File: config.mk
export PLATFORM = sky130hd
export DESIGN_NAME = axi_burst_mem_slave
export DESIGN_NICKNAME = d
export VERILOG_FILES = /design/src/rtl/axi_burst_mem_slave.sv
export SDC_FILE = /design/constraint.sdc
export NUM_CORES = 1
export LEC_CHECK = 0
export CAP_MARGIN = 0
export CORE_MARGIN = 5
export CORE_UTILIZATION = 25
export CTS_BUF_LIST = sky130_fd_sc_hd__clkbuf_8
export CTS_CLUSTER_SIZE = 16
export DETAILED_ROUTE_END_ITERATION = 6
export SLEW_MARGIN = 10
export SYNTH_ARGS = -nofsm -noshare
export SYNTH_HDL_FRONTEND = slang
export SYNTH_SLANG_ARGS = --single-unit
export TNS_END_PERCENT = 10
File: constraint.sdc
create_clock -name ACLK -period 13.02 [get_ports ACLK]
set_input_delay 1.953 -clock ACLK [delete_from_list [all_inputs] [get_ports ACLK]]
set_output_delay 1.953 -clock ACLK [all_outputs]
set_load 0.03 [all_outputs]
File: src/rtl/axi_burst_mem_slave.sv
// AXI burst memory endpoint: AW/W/B and AR/R served from a word memory.
// Optional byte-strobe writes when AXI_MEM_SLAVE_WSTRB_EN is defined.
module axi_burst_mem_slave #(
  parameter int AXI_ID_WIDTH      = 1,
  parameter int AXI_DATA_WIDTH    = 32,
  parameter int AXI_ADDR_WIDTH    = 8,
  parameter int MEM_DEPTH         = 16,
  parameter int AXI_AWCHAN_WIDTH  = AXI_ID_WIDTH + AXI_ADDR_WIDTH + 13,
  parameter int AXI_WDCHAN_WIDTH  = AXI_DATA_WIDTH + AXI_DATA_WIDTH/8 + 1,
  parameter int AXI_WBCHAN_WIDTH  = AXI_ID_WIDTH + 2,
  parameter int AXI_ARCHAN_WIDTH  = AXI_ID_WIDTH + AXI_ADDR_WIDTH + 13,
  parameter int AXI_RDCHANB_WIDTH = AXI_ID_WIDTH + AXI_DATA_WIDTH + 3
) (
  input  logic                         ACLK,
  input  logic                         ARESET,
  input  logic [AXI_AWCHAN_WIDTH-1:0]  S_AXI_AWCH_i,
  input  logic                         S_AXI_AWCH_VALID_i,
  output logic                         S_AXI_AWCH_READY_o,
  input  logic [AXI_WDCHAN_WIDTH-1:0]  S_AXI_WCH_i,
  input  logic                         S_AXI_WCH_VALID_i,
  output logic                         S_AXI_WCH_READY_o,
  output logic [AXI_WBCHAN_WIDTH-1:0]  S_AXI_BCH_o,
  output logic                         S_AXI_BCH_VALID_o,
  input  logic                         S_AXI_BCH_READY_i,
  input  logic [AXI_ARCHAN_WIDTH-1:0]  S_AXI_ARCH_i,
  input  logic                         S_AXI_ARCH_VALID_i,
  output logic                         S_AXI_ARCH_READY_o,
  output logic [AXI_RDCHANB_WIDTH-1:0] S_AXI_RCH_o,
  output logic                         S_AXI_RCH_VALID_o,
  input  logic                         S_AXI_RCH_READY_i
);

  localparam int AW  = AXI_ADDR_WIDTH;
  localparam int IDW = AXI_ID_WIDTH;
  localparam int DW  = AXI_DATA_WIDTH;
  localparam int SW  = DW / 8;
  localparam int LSB = $clog2(SW);
  localparam int IW  = (MEM_DEPTH > 1) ? $clog2(MEM_DEPTH) : 1;

  typedef enum logic [1:0] {
    W_IDLE,
    W_DATA,
    W_RESP
  } w_state_t;

  typedef enum logic {
    R_IDLE,
    R_DATA
  } r_state_t;

  // Next word index for a normalised burst type (00/01/10).
  function automatic logic [IW-1:0] nxt_idx(
    input logic [IW-1:0] idx,
    input logic [1:0]    bt,
    input logic [7:0]    len
  );
    logic [IW-1:0] m;
    logic [IW-1:0] inc;
    m   = IW'(len);
    inc = idx + IW'(1);
    case (bt)
      2'b00:   nxt_idx = idx;
      2'b10:   nxt_idx = (idx & ~m) | (inc & m);
      default: nxt_idx = inc;
    endcase
  endfunction

  // Reserved type or WRAP with an unsupported length.
  function automatic logic bad_burst(
    input logic [1:0] bt,
    input logic [7:0] len
  );
    logic wl;
    wl = (len == 8'd1) || (len == 8'd3) ||
         (len == 8'd7) || (len == 8'd15);
    bad_burst = (bt == 2'b11) || ((bt == 2'b10) && !wl);
  endfunction

  logic [DW-1:0] mem_q [MEM_DEPTH];

  logic [AW-1:0]  aw_addr;
  logic [1:0]     aw_bt;
  logic [7:0]     aw_len;
  logic [IDW-1:0] aw_id;
  logic [AW-1:0]  ar_addr;
  logic [1:0]     ar_bt;
  logic [7:0]     ar_len;
  logic [IDW-1:0] ar_id;
  logic [IW-1:0]  aw_idx;
  logic [IW-1:0]  ar_idx;
  logic           aw_bad;
  logic           ar_bad;
  logic [DW-1:0]  w_data;
  logic [SW-1:0]  w_strb;
  logic           w_last;
  logic           unused_ok;

  assign aw_addr = S_AXI_AWCH_i[AW-1:0];
  assign aw_bt   = S_AXI_AWCH_i[AW+1:AW];
  assign aw_len  = S_AXI_AWCH_i[AW+12:AW+5];
  assign aw_id   = S_AXI_AWCH_i[AW+13 +: IDW];
  assign ar_addr = S_AXI_ARCH_i[AW-1:0];
  assign ar_bt   = S_AXI_ARCH_i[AW+1:AW];
  assign ar_len  = S_AXI_ARCH_i[AW+12:AW+5];
  assign ar_id   = S_AXI_ARCH_i[AW+13 +: IDW];
  assign aw_idx  = aw_addr[LSB +: IW];
  assign ar_idx  = ar_addr[LSB +: IW];
  assign aw_bad  = bad_burst(aw_bt, aw_len);
  assign ar_bad  = bad_burst(ar_bt, ar_len);
  assign w_last  = S_AXI_WCH_i[0];
  assign w_strb  = S_AXI_WCH_i[SW:1];
  assign w_data  = S_AXI_WCH_i[SW+1 +: DW];

  assign unused_ok = ^{S_AXI_AWCH_i, S_AXI_ARCH_i, S_AXI_WCH_i};

  // READYs stay low for one cycle after reset is released.
  logic rdy_q;
  always_ff @(posedge ACLK) begin
    if (ARESET) rdy_q <= 1'b0;
    else        rdy_q <= 1'b1;
  end

  // ---------------- write path ----------------
  w_state_t       w_st_q,  w_st_d;
  logic [IDW-1:0] wid_q,   wid_d;
  logic [7:0]     wlen_q,  wlen_d;
  logic [1:0]     wbt_q,   wbt_d;
  logic [IW-1:0]  widx_q,  widx_d;
  logic [8:0]     wcnt_q,  wcnt_d;
  logic           werr_q,  werr_d;
  logic           mem_we;

  assign S_AXI_AWCH_READY_o = rdy_q && (w_st_q == W_IDLE);
  assign S_AXI_WCH_READY_o  = (w_st_q == W_DATA);
  assign S_AXI_BCH_VALID_o  = (w_st_q == W_RESP);
  assign S_AXI_BCH_o = {(werr_q ? 2'b10 : 2'b00), wid_q};

  // Write FSM next state, burst bookkeeping and memory write enable.
  always_comb begin
    w_st_d = w_st_q;
    wid_d  = wid_q;
    wlen_d = wlen_q;
    wbt_d  = wbt_q;
    widx_d = widx_q;
    wcnt_d = wcnt_q;
    werr_d = werr_q;
    mem_we = 1'b0;
    case (w_st_q)
      W_IDLE: begin
        if (S_AXI_AWCH_READY_o && S_AXI_AWCH_VALID_i) begin
          wid_d  = aw_id;
          wlen_d = aw_len;
          wbt_d  = aw_bad ? 2'b01 : aw_bt;
          widx_d = aw_idx;
          wcnt_d = 9'd0;
          werr_d = aw_bad;
          w_st_d = W_DATA;
        end
      end
      W_DATA: begin
        if (S_AXI_WCH_VALID_i) begin
          mem_we = (wcnt_q <= {1'b0, wlen_q});
          widx_d = nxt_idx(widx_q, wbt_q, wlen_q);
          if (wcnt_q != 9'h1FF) wcnt_d = wcnt_q + 9'd1;
          if (w_last) begin
            w_st_d = W_RESP;
            if (wcnt_q != {1'b0, wlen_q}) werr_d = 1'b1;
          end
        end
      end
      W_RESP: begin
        if (S_AXI_BCH_READY_i) w_st_d = W_IDLE;
      end
      default: w_st_d = W_IDLE;
    endcase
  end

  // Write FSM registers.
  always_ff @(posedge ACLK) begin
    if (ARESET) begin
      w_st_q <= W_IDLE;
      wid_q  <= '0;
      wlen_q <= '0;
      wbt_q  <= '0;
      widx_q <= '0;
      wcnt_q <= '0;
      werr_q <= 1'b0;
    end else begin
      w_st_q <= w_st_d;
      wid_q  <= wid_d;
      wlen_q <= wlen_d;
      wbt_q  <= wbt_d;
      widx_q <= widx_d;
      wcnt_q <= wcnt_d;
      werr_q <= werr_d;
    end
  end

  // Memory write port; contents are never reset.
  always_ff @(posedge ACLK) begin
    if (mem_we && !ARESET) begin
`ifdef AXI_MEM_SLAVE_WSTRB_EN
      for (int b = 0; b < SW; b++) begin
        if (w_strb[b]) mem_q[widx_q][b*8 +: 8] <= w_data[b*8 +: 8];
      end
`else
      mem_q[widx_q] <= w_data;
`endif
    end
  end

  // ---------------- read path ----------------
  r_state_t       r_st_q,  r_st_d;
  logic [IDW-1:0] rid_q,   rid_d;
  logic [7:0]     rlen_q,  rlen_d;
  logic [1:0]     rbt_q,   rbt_d;
  logic [IW-1:0]  ridx_q,  ridx_d;
  logic [7:0]     rcnt_q,  rcnt_d;
  logic           rerr_q,  rerr_d;
  logic [DW-1:0]  rdata_q, rdata_d;
  logic           rlast_q, rlast_d;
  logic [IW-1:0]  r_nidx;

  assign r_nidx = nxt_idx(ridx_q, rbt_q, rlen_q);
  assign S_AXI_ARCH_READY_o = rdy_q && (r_st_q == R_IDLE);
  assign S_AXI_RCH_VALID_o  = (r_st_q == R_DATA);
  assign S_AXI_RCH_o = {rdata_q, (rerr_q ? 2'b10 : 2'b00),
                        rlast_q, rid_q};

  // Read FSM: the R register is loaded ahead of each beat.
  always_comb begin
    r_st_d  = r_st_q;
    rid_d   = rid_q;
    rlen_d  = rlen_q;
    rbt_d   = rbt_q;
    ridx_d  = ridx_q;
    rcnt_d  = rcnt_q;
    rerr_d  = rerr_q;
    rdata_d = rdata_q;
    rlast_d = rlast_q;
    case (r_st_q)
      R_IDLE: begin
        if (S_AXI_ARCH_READY_o && S_AXI_ARCH_VALID_i) begin
          rid_d   = ar_id;
          rlen_d  = ar_len;
          rbt_d   = ar_bad ? 2'b01 : ar_bt;
          rerr_d  = ar_bad;
          ridx_d  = ar_idx;
          rcnt_d  = 8'd0;
          rdata_d = mem_q[ar_idx];
          rlast_d = (ar_len == 8'd0);
          r_st_d  = R_DATA;
        end
      end
      R_DATA: begin
        if (S_AXI_RCH_READY_i) begin
          if (rlast_q) begin
            r_st_d = R_IDLE;
          end else begin
            ridx_d  = r_nidx;
            rdata_d = mem_q[r_nidx];
            rcnt_d  = rcnt_q + 8'd1;
            rlast_d = ((rcnt_q + 8'd1) == rlen_q);
          end
        end
      end
      default: r_st_d = R_IDLE;
    endcase
  end

  // Read FSM registers.
  always_ff @(posedge ACLK) begin
    if (ARESET) begin
      r_st_q  <= R_IDLE;
      rid_q   <= '0;
      rlen_q  <= '0;
      rbt_q   <= '0;
      ridx_q  <= '0;
      rcnt_q  <= '0;
      rerr_q  <= 1'b0;
      rdata_q <= '0;
      rlast_q <= 1'b0;
    end else begin
      r_st_q  <= r_st_d;
      rid_q   <= rid_d;
      rlen_q  <= rlen_d;
      rbt_q   <= rbt_d;
      ridx_q  <= ridx_d;
      rcnt_q  <= rcnt_d;
      rerr_q  <= rerr_d;
      rdata_q <= rdata_d;
      rlast_q <= rlast_d;
    end
  end

endmodule

==> results.json <==
{
  "outcome": "complete, no violations",
  "dr_wl_met2_mm": 38.9,
  "dpl.cell_count": 3677,
  "relSlewSlack_pct": 23.9,
  "grt_max_degree": 155,
  "cts_tree": "yes",
  "cts-buffers-inserted": 91,
  "critPathMaxStageDelay_ps": 880,
  "ant_nets": 0,
  "synth_common_cells": "nand2_1 (551), edfxtp_1 (512), nand3_1 (220), mux4_2 (153), a21oi_1 (139)",
  "synth_adder_area_share_pct": 0.715,
  "yosysMostFrequentCell": "nand2_1",
  "grt_pass1_wl_mm": 120,
  "synthMuxAreaShare_pct": 13.1,
  "final_cells": 3848,
  "wl_met3_mm": 6.84,
  "worst_slack_ps": 8500,
  "antenna_found_initial": 15,
  "dieArea_sq_um": 119000,
  "critPathLaunchType": "flop",
  "area_growth_pct": 15.6,
  "max_freq_ghz": 0.221,
  "clock-sinks": 598,
  "utilization_pct": 29.2,
  "grt.total_usage_pct": 13.5,
  "netlist.area_leader.share_pct": 54.9,
  "pin_count": 132,
  "yosys.area_share.simple_pct": 14.7,
  "post-cts-setup-buffer-count": 0,
  "fin_crit_sh_pct": 34.7,
  "p_per_area_nw_per_um2": 125,
  "drive_gt1_share_pct": 15.6,
  "ys.flop_type": "edfxtp_1",
  "synth_area_leaders": "edfxtp_1 (55%), mux4_2 (12%), nand2_1 (7.4%)",
  "seqCellArea_sq_um": 17100,
  "path_cells": "buf_4 > clkdlybuf4s50_1",
  "fp-row-count": 122,
  "critPathCaptureType": "output port",
  "met1_length_mm": 33.0,
  "hp-class": "reg -> reg",
  "async_flop_share_pct": 0,
  "leakage_nw": 10.6,
  "crit_type": "reg -> out",
  "wirelength_mm": 81.5,
  "grt_pass1_vias": 18586,
  "clkTransAtPathRegs_ps": 60,
  "initial_core_util_pct": 25.2,
  "synth_top_family_by_area": "simple AND/OR/NAND/NOR gates",
  "synth_seq_cells": 598,
  "syn_area_sq_um": 28000,
  "place_ws_ps": 8020,
  "final_nets": 2386,
  "cts_root_buf": "clkbuf_8",
  "synthDistinctLibCells": 55,
  "rsz0062_at_grt": "false",
  "viasPerCell": 4.92,
  "setup_tns_ps": 0,
  "post_cts_resized": 0,
  "fin_skew_ps": 44.0,
  "die_w_um": 345,
  "synth_xor_area_share_pct": 0.813,
  "synth_edf_count": 512,
  "core_sq_um": 111000,
  "fillers": 11209,
  "hold_viol": 0,
  "synth_top_cell_by_area": "edfxtp_1",
  "die_y_um": 345,
  "clkLatencyLatePin_ps": 720,
  "synth_compound_area_share_pct": 6.66,
  "min_period_ps": 4520,
  "report.final.slew_viol_count": 0,
  "yosysWarningCount": 0,
  "finalSetupViolations": 0,
  "hpwl_mm": 43.1,
  "globalplace.congestion": 0.754,
  "critical_path.top_delay_family": "buffers and inverters",
  "drt_iter0_markers": 1800,
  "drcViolationCount": 0,
  "crit_slowest_cell": "clkdlybuf4s50_1",
  "clockBufferDepth": 3,
  "htreeDepth": 3,
  "wl_per_cell_um": 21.2,
  "dr.pass1.iters": 5,
  "ys_seq_area_share_pct": 61.1,
  "cp.arrival_ps": 2570,
  "portBuffers": 111,
  "cp_max_fo": 47,
  "cp_data_required_time_ps": 11070,
  "cts_hold_buffers": 0,
  "irDropWorstVdd_mv": 0.0741,
  "drv_cap": 0,
  "netlist_instances": 2199,
  "multi_input_comb_area_sq_um": 10300,
  "cp_num_buf_inv": 2,
  "worstMarginPinSlew_ps": 1140,
  "highest_layer": "met5",
  "avgSynthCellArea_sq_um": 12.7,
  "globalRouteOverflowTotal": 0,
  "vias": 18939
}
-- cell type report --
type	instances	share of cell area (%)
Antenna cell	8	0.0619
Clock inverter	67	1.01
Multi-Input combinational cell	1428	31.7
Tap cell	1488	5.75
Clock buffer	96	4.08
Inverter	13	0.151
Sequential cell	598	52.8
Timing Repair Buffer	150	4.35
-- tightest hold or removal path: stages (launching register included) --
cell and delay, ps:
dfxtp_1 310, nand2_1 50, o31ai_1 50
-- power breakdown --
part	switching [mW]	total (mW)	internal, mW	leakage, nW
clock network	0.740	1.43	0.689	0.951
registers	0.0150	2.11	2.10	5.30
logic	0.315	0.493	0.178	4.31
total	1.07	4.03	2.96	10.6
-- per-layer routing --
metal,vias to the layer above,track usage [%]
met5,-,0
met3,186,3.21
met1,9533,17.1
li1,8494,-
met4,12,4.90
met2,714,22.5
-- cells by family (layout without fill, tap and decap cells) --
kind of cell / Yosys count / count (layout)
xor+xnor: 23 / 23
buf+inv: 174 / 326
fa+ha+maj: 16 / 16
compound gates: 280 / 280
other cells: 1 / 10
mux: 164 / 164
flops: 598 / 598
simple gates: 943 / 943
-- registers in the layout, indices dropped and copies added, names as in the netlist, 2 cells and up, named ones only --
signal / count
mem_q: 512
ridx_q: 4
w_st_q: 2
rdata_q: 32
wcnt_q: 9
rbt_q: 2
rcnt_q: 8
wbt_q: 2
wlen_q: 8
rlen_q: 8
-- per-stage QoR --
| stage | power (mW) | area, sq um | hold slack (ps) |
|---|---|---|---|
| floorplan | 2.47 | 28000 | 436 |
| global placement | 2.64 | 30700 | 443 |
| detailed placement | 2.64 | 30700 | 445 |
| CTS | 4.07 | 32300 | 457 |
| global route | 4.20 | 32300 | 470 |
| finish | 4.03 | 32400 | 455 |
-- cells in the final DEF (no fill, tap or decap), drive strengths merged, types with 37 or more instances in the layout --
master | Yosys | routed
buf | 77 | 44
inv | 13 | 48
dfxtp | 86 | 86
nor2 | 74 | 74
clkbuf | 84 | 96
nand2 | 551 | 551
a21oi | 141 | 141
nand3 | 221 | 221
edfxtp | 512 | 512
clkdlybuf4s50 | 0 | 106
mux4 | 160 | 160
a22oi | 37 | 37
-- worst paths after layout --
check | to | from | slack, ps | depth (start not counted)
setup reg to reg | rdata_q[13]$_SDFFE_PP0P_ | rlen_q[0]$_SDFFE_PP0P_ | 9090 | 9
hold reg to reg | rdata_q[4]$_SDFFE_PP0P_ | rdata_q[4]$_SDFFE_PP0P_ | 460 | 2
hold / removal | rdata_q[4]$_SDFFE_PP0P_ | rdata_q[4]$_SDFFE_PP0P_ | 460 | 2
setup / recovery | S_AXI_RCH_VALID_o | S_AXI_RCH_VALID_o$_SDFF_PP0_ | 8500 | 2
(Power assumes the default switching activity.)
